`src/rtl/wbu_commit.sv`:
```
// Writeback/commit stage: accepts one executed instruction, waits for load data if needed,
// then drives regfile, CSR and next-PC for exactly one commit cycle.
module wbu_commit #(
   parameter int unsigned XLEN  = 32,
   parameter int unsigned CNT_W = 64
) (
   input  logic              i_clock,
   input  logic              i_reset,
   input  logic              i_valid,
   output logic              o_ready,
   input  logic [XLEN-1:0]   i_pc,
   input  logic [XLEN-1:0]   i_upc,
   input  logic              i_jump,
   input  logic [XLEN-1:0]   i_result,
   input  logic              i_result_t,
   input  logic              i_reg_wen,
   input  logic [4:0]        i_rd,
   input  logic              i_csr_wen,
   input  logic [11:0]       i_csr_addr,
   input  logic [XLEN-1:0]   i_csr_wdata,
   input  logic              i_lsu_valid,
   input  logic [XLEN-1:0]   i_lsu_rdata,
   output logic              o_rf_wen,
   output logic [4:0]        o_rf_waddr,
   output logic [XLEN-1:0]   o_rf_wdata,
   output logic              o_csr_wen,
   output logic [11:0]       o_csr_waddr,
   output logic [XLEN-1:0]   o_csr_wdata,
   output logic              o_commit,
   output logic [XLEN-1:0]   o_next_pc,
   output logic              o_redirect,
   output logic [CNT_W-1:0]  o_retire_cnt,
   output logic              o_lsu_err
);

   typedef enum logic [1:0] {
      IDLE     = 2'd0,
      WAIT_MEM = 2'd1,
      COMMIT   = 2'd2
   } state_t;

   state_t state_q, state_d;

   logic [XLEN-1:0] pc_q, upc_q, wdata_q, csr_wdata_q;
   logic            jump_q, reg_wen_q, csr_wen_q;
   logic [4:0]      rd_q;
   logic [11:0]     csr_addr_q;
   logic            accept;

   assign accept = i_valid && (state_q == IDLE);

   always_ff @(posedge i_clock or posedge i_reset) begin
      if (i_reset) begin
         state_q <= IDLE;
      end else begin
         state_q <= state_d;
      end
   end

   always_comb begin
      state_d = state_q;
      case (state_q)
         IDLE:     if (i_valid) state_d = i_result_t ? WAIT_MEM : COMMIT;
         WAIT_MEM: if (i_lsu_valid) state_d = COMMIT;
         COMMIT:   state_d = IDLE;
         default:  state_d = IDLE;
      endcase
   end

   // wdata_q first holds the ALU result; a load overwrites it with the LSU response
   always_ff @(posedge i_clock or posedge i_reset) begin
      if (i_reset) begin
         pc_q        <= '0;
         upc_q       <= '0;
         jump_q      <= 1'b0;
         wdata_q     <= '0;
         reg_wen_q   <= 1'b0;
         rd_q        <= '0;
         csr_wen_q   <= 1'b0;
         csr_addr_q  <= '0;
         csr_wdata_q <= '0;
      end else if (accept) begin
         pc_q        <= i_pc;
         upc_q       <= i_upc;
         jump_q      <= i_jump;
         wdata_q     <= i_result;
         reg_wen_q   <= i_reg_wen;
         rd_q        <= i_rd;
         csr_wen_q   <= i_csr_wen;
         csr_addr_q  <= i_csr_addr;
         csr_wdata_q <= i_csr_wdata;
      end else if (state_q == WAIT_MEM && i_lsu_valid) begin
         wdata_q     <= i_lsu_rdata;
      end
   end

   always_ff @(posedge i_clock or posedge i_reset) begin
      if (i_reset) begin
         o_retire_cnt <= '0;
         o_lsu_err    <= 1'b0;
      end else begin
         if (state_q == COMMIT) o_retire_cnt <= o_retire_cnt + CNT_W'(1);
         if (i_lsu_valid && state_q != WAIT_MEM) o_lsu_err <= 1'b1;
      end
   end

   always_comb begin
      o_ready     = (state_q == IDLE);
      o_commit    = (state_q == COMMIT);
      o_rf_wen    = (state_q == COMMIT) && reg_wen_q && (rd_q != 5'd0);
      o_csr_wen   = (state_q == COMMIT) && csr_wen_q;
      o_redirect  = (state_q == COMMIT) && jump_q;
      o_rf_waddr  = rd_q;
      o_rf_wdata  = wdata_q;
      o_csr_waddr = csr_addr_q;
      o_csr_wdata = csr_wdata_q;
      o_next_pc   = jump_q ? upc_q : pc_q + XLEN'(4);
   end

endmodule

```
`config.mk`:
```
export PLATFORM = sky130hd
export DESIGN_NAME = wbu_commit
export DESIGN_NICKNAME = d
export VERILOG_FILES = /design/src/rtl/wbu_commit.sv
export SDC_FILE = /design/constraint.sdc
export NUM_CORES = 1
export LEC_CHECK = 0
export CAP_MARGIN = 20
export CORE_AREA = 2 2 143 145
export DETAILED_ROUTE_END_ITERATION = 10
export DIE_AREA = 0 0 145 147
export DONT_BUFFER_PORTS = 1
export PLACE_DENSITY = 0.71
export RECOVER_POWER = 50
export SYNTH_ARGS = -nofsm -noshare
export SYNTH_HDL_FRONTEND = slang
export SYNTH_SLANG_ARGS = --single-unit
```
`constraint.sdc`:
```
create_clock -name i_clock -period 13.94 [get_ports i_clock]
set_input_delay 2.788 -clock i_clock [delete_from_list [all_inputs] [get_ports i_clock]]
set_output_delay 2.788 -clock i_clock [all_outputs]
set_load 0.01 [all_outputs]
```
# Yosys cells after proc, flatten, opt, wreduce, memory -nomap -nowiden
# Index checks and enable logic that the tools add are counted.
# op_classes
addsub	2
eq_ne	5
n_mux	7
reduce_logical	11
# ops
op	count
32-bit 2-to-1 mux	3
64-bit by 1-bit adder with 64-bit output (second input constant)	1
32-bit by 3-bit adder with 32-bit output (second input constant)	1
1-bit logical AND	7
2-bit 2-to-1 mux	3
5-bit nonzero test	1
2-bit != test (second input constant)	2
2-bit one-hot mux with 2 select lines	1
2-bit by 1-bit equality test with 1-bit output (second input constant)	1
2-bit equality test (second input constant)	1
2-bit logical NOT	1
2-bit by 1-bit != test with 1-bit output (second input constant)	1
2-bit AND reduction	1
2-bit nonzero test	1
# totals
ff_bits	215
inputBits	185
out_inout_bits	183

# Depth between registers and ports, before layout
# logic_depth
depth_word	4
mapped_depth	7
ltp_nobuf	6

# Worst setup path before layout
# OpenSTA, ideal clock, no wires.
# synth_path
path_kind	register to output
start	register pc_q[2]
end	output o_next_pc[30]
arrival_time_ns	1.713
slack_ns	9.439
stages_incl_launch_ff	7
path_buffers	0
path_cell_list	dfrtp_1 > ha_1 > nand3_1 > nor2_1 > nand4_1 > xor2_1 > o21ai_0
# synth_via
elab_chain_len	2
# synth_rtl
item	line	source
start: declaration	44	logic [XLEN-1:0] pc_q, upc_q, wdata_q, csr_wdata_q;
start signal: assignment	83	pc_q <= i_pc;
32-bit by 3-bit adder with 32-bit output	117	o_next_pc = jump_q ? upc_q : pc_q + XLEN'(4);
32-bit 2-to-1 mux	117	
end: declaration	30	output logic [XLEN-1:0] o_next_pc,
# Every way passes these cells.

# Worst setup path in the final report
# layout_path
start	register pc_q[2]
end	output o_next_pc[18]
# The elaborated chain is that of the path after synthesis.

==> impl_metrics.yaml <==
critical_path:
  worst_ep_arrival_time_ns: 2.80
  critPathLaunchType: "flip-flop"
  critical_path.max_fanout: 10
  reg2reg_from: "state_q[0]"
  r2r_end: "upc_q[22]"
  worstSetupEndpointType: "output pin"
  crit_required_ns: 11.15
  r2r_cells: 5
  r2r_slack_ns: 10.27
  criticalPathCategory: "reg2out"
status:
  status: "completed"
sta:
  setup_viol: 0
  period_needed_ns: 5.59
  finClkSkew_ns: 0.0169
  rsz0062_at_grt: "no"
  fin_crit_sh: 0.401
  setup-tns-final_ns: 0
  finalHoldViolations: 0
  relSlewSlack: 0.333
  fmaxAchievable_mhz: 179
  setup_slack_ns: 8.35
  drv_slew: 0
  tightest_slew_ns: 1.00
floorplan:
  die_h_um: 147
  initial_utilization: 0.490
  placement_rows: 52
  die_x_um: 145
  ioPinCount: 368
  die-area_um2: 21300
  core_um2: 19800
logic_synthesis:
  syn_area_per_cell_um2: 11.9
  postSynthCellCount: 817
  synth.area.top_cells: "dfrtp_1 55%, mux2_2 14%, xnor2_1 4.1%"
  synth_largest_area_cell: "dfrtp_1"
  syn-cell-area_um2: 9720
  synthFlopType: "dfrtp_1"
  ys_warn_count: 0
  yosys-top-cells-count: "215 x dfrtp_1, 121 x mux2_2, 97 x nand2_1"
  synth_cell_types: 41
  yosysSeqAreaShare: 0.554
  syn_nets: 1004
  synth_edf_count: 0
  ys_seq_elements: 215
  synth_top_cell_area_share: 0.554
  synth.most_common_cell: "dfrtp_1"
  synth-async-reset-ratio: 1.00
clock_network:
  cts-root-buf: "clkbuf_16"
  cts.path.max_buffers: 3
  cts_setup_buffers: 0
  cts_inserted_buffers: 23
  path_clk_slew_ns: 0.06
  htree_levels: 1
  clock_latency_ns: 0.51
  cts_tree: "done"
  postCtsResizedCells: 0
  ctsHoldBuffers: 0
  cts.sinks: 215
placed_design:
  numPortBuffers: 0
  hpwl_um: 16900
  placed_area_um2: 9920
  pre_cts_ws_ns: 8.46
  gp_congestion: 0.821
routing:
  vias_per_cell: 5.58
  wl_per_cell_um: 20.9
  vias: 6136
  dr.pass1.iters: 4
  drt-total-wl_um: 23000
  drc: 0
  ant_nets: 0
  first_iter_violations: 215
layout:
  nFillCells: 1659
  drive_above_1_share: 0.206
  design_area_um2: 10700
  fin_nets: 997
  area_delta_synth_final_pct: 9.63
global_route:
  grt_max_degree: 149
  first_global_vias: 6093
  antenna_found_initial: 5
  grt_use_total: 0.207
  grt_pass1_wl_um: 35100
  gr-total-overflow: 0
power_and_ir_drop:
  power_density_nw_per_um2: 170
  ir_worst_vdd_v: 0.0000998
  p_leak_uw: 0.00450
worst_hold_path:
  hold_end: "upc_q[1]"
  hp-class: "reg2reg"
  hold_start: "upc_q[1]"
  hold-path-cell-count: 1
job:
  drv_cap: 0
[cells by family (layout without fill, tap and decap cells)]
| group | count (synthesis) | count (layout) | synth area share |
|---|---|---|---|
| simple gates | 249 | 249 | 0.133 |
| other cells | 0 | 3 | 0 |
| flops | 215 | 215 | 0.554 |
| mux | 155 | 155 | 0.175 |
| buf+inv | 42 | 51 | 0.0200 |
| fa+ha+maj | 2 | 2 | 0.00257 |
| xor+xnor | 90 | 90 | 0.0811 |
| compound gates | 64 | 64 | 0.0345 |
[worst max-delay path: stages (launching register included)]
cell and delay (ns):
dfrtp_1 0.40, ha_1 0.20, nand3_1 0.19, nor2_1 0.69, nand3_1 0.19, xor2_1 0.19, o21ai_0 0.44
[through the flow]
step | util | instances | power (uW) | hold WS [ns]
4_1_cts | 0.538 | 1094 | 1830 | 0.508
3_3_place_gp | 0.500 | 1053 | 1210 | 0.484
6_report | 0.537 | 1099 | 1810 | 0.502
3_5_place_dp | 0.500 | 1053 | 1220 | 0.492
5_1_grt | 0.537 | 1098 | 1900 | 0.523
2_1_floorplan | - | 817 | 1130 | 0.472
[placed cells by master (no fill, tap or decap), types with 4 or more instances in the layout]
master	count
o21ai_0	59
and4_1	7
mux2_2	121
nor2_1	24
clkbuf_1	5
nand4_1	29
xor2_1	45
nand2_1	97
and3_1	7
and2_1	6
nand3_1	37
mux2i_1	34
nor3_1	17
nor4_1	8
inv_1	4
nor2b_1	4
dfrtp_1	214
clkbuf_8	8
xnor2_1	45
clkbuf_16	23
[area by class of cell]
cell class	count	area, um2	area share
antenna	3	7.51	0.000705
clock buffer	36	704	0.0661
clock inverter	5	53.8	0.00505
inverter	5	20.0	0.00188
multi-input combinational	560	4090	0.384
sequential	215	5380	0.505
tap	270	338	0.0317
timing repair buffer	5	57.6	0.00540
[flip-flops by register name, indices dropped and copies added (netlist names), 2 cells and up]
signal        flops
o_retire_cnt     64
o_csr_wdata      32
o_rf_wdata       32
pc_q             32
upc_q            32
o_csr_waddr      12
o_rf_waddr        5
state_q           2
[routing by layer]
layer	wire [um]	vias to the layer above	global-route usage
li1	-	2846	-
met1	8490	2981	0.235
met2	11700	260	0.362
met3	1960	49	0.0724
met4	819	0	0.0797
met5	0	-	0
[power breakdown]
group | switching [uW] | internal, uW
Sequential | 164 | 750
Combinational | 151 | 140
Clock | 241 | 364
Total | 556 | 1250
[worst max-delay path by stage]
stage	to	startpoint	cells after the start
after floorplan	csr_wen_q	i_reset	1
after global placement	o_csr_wdata[25]	i_valid	5
after detailed placement	o_csr_wdata[27]	i_valid	5
after CTS	o_next_pc[29]	pc_q[10]	5
after global routing	o_next_pc[18]	pc_q[2]	6
final	o_next_pc[18]	pc_q[2]	6
Note: power is estimated with default switching activity, not from simulation.
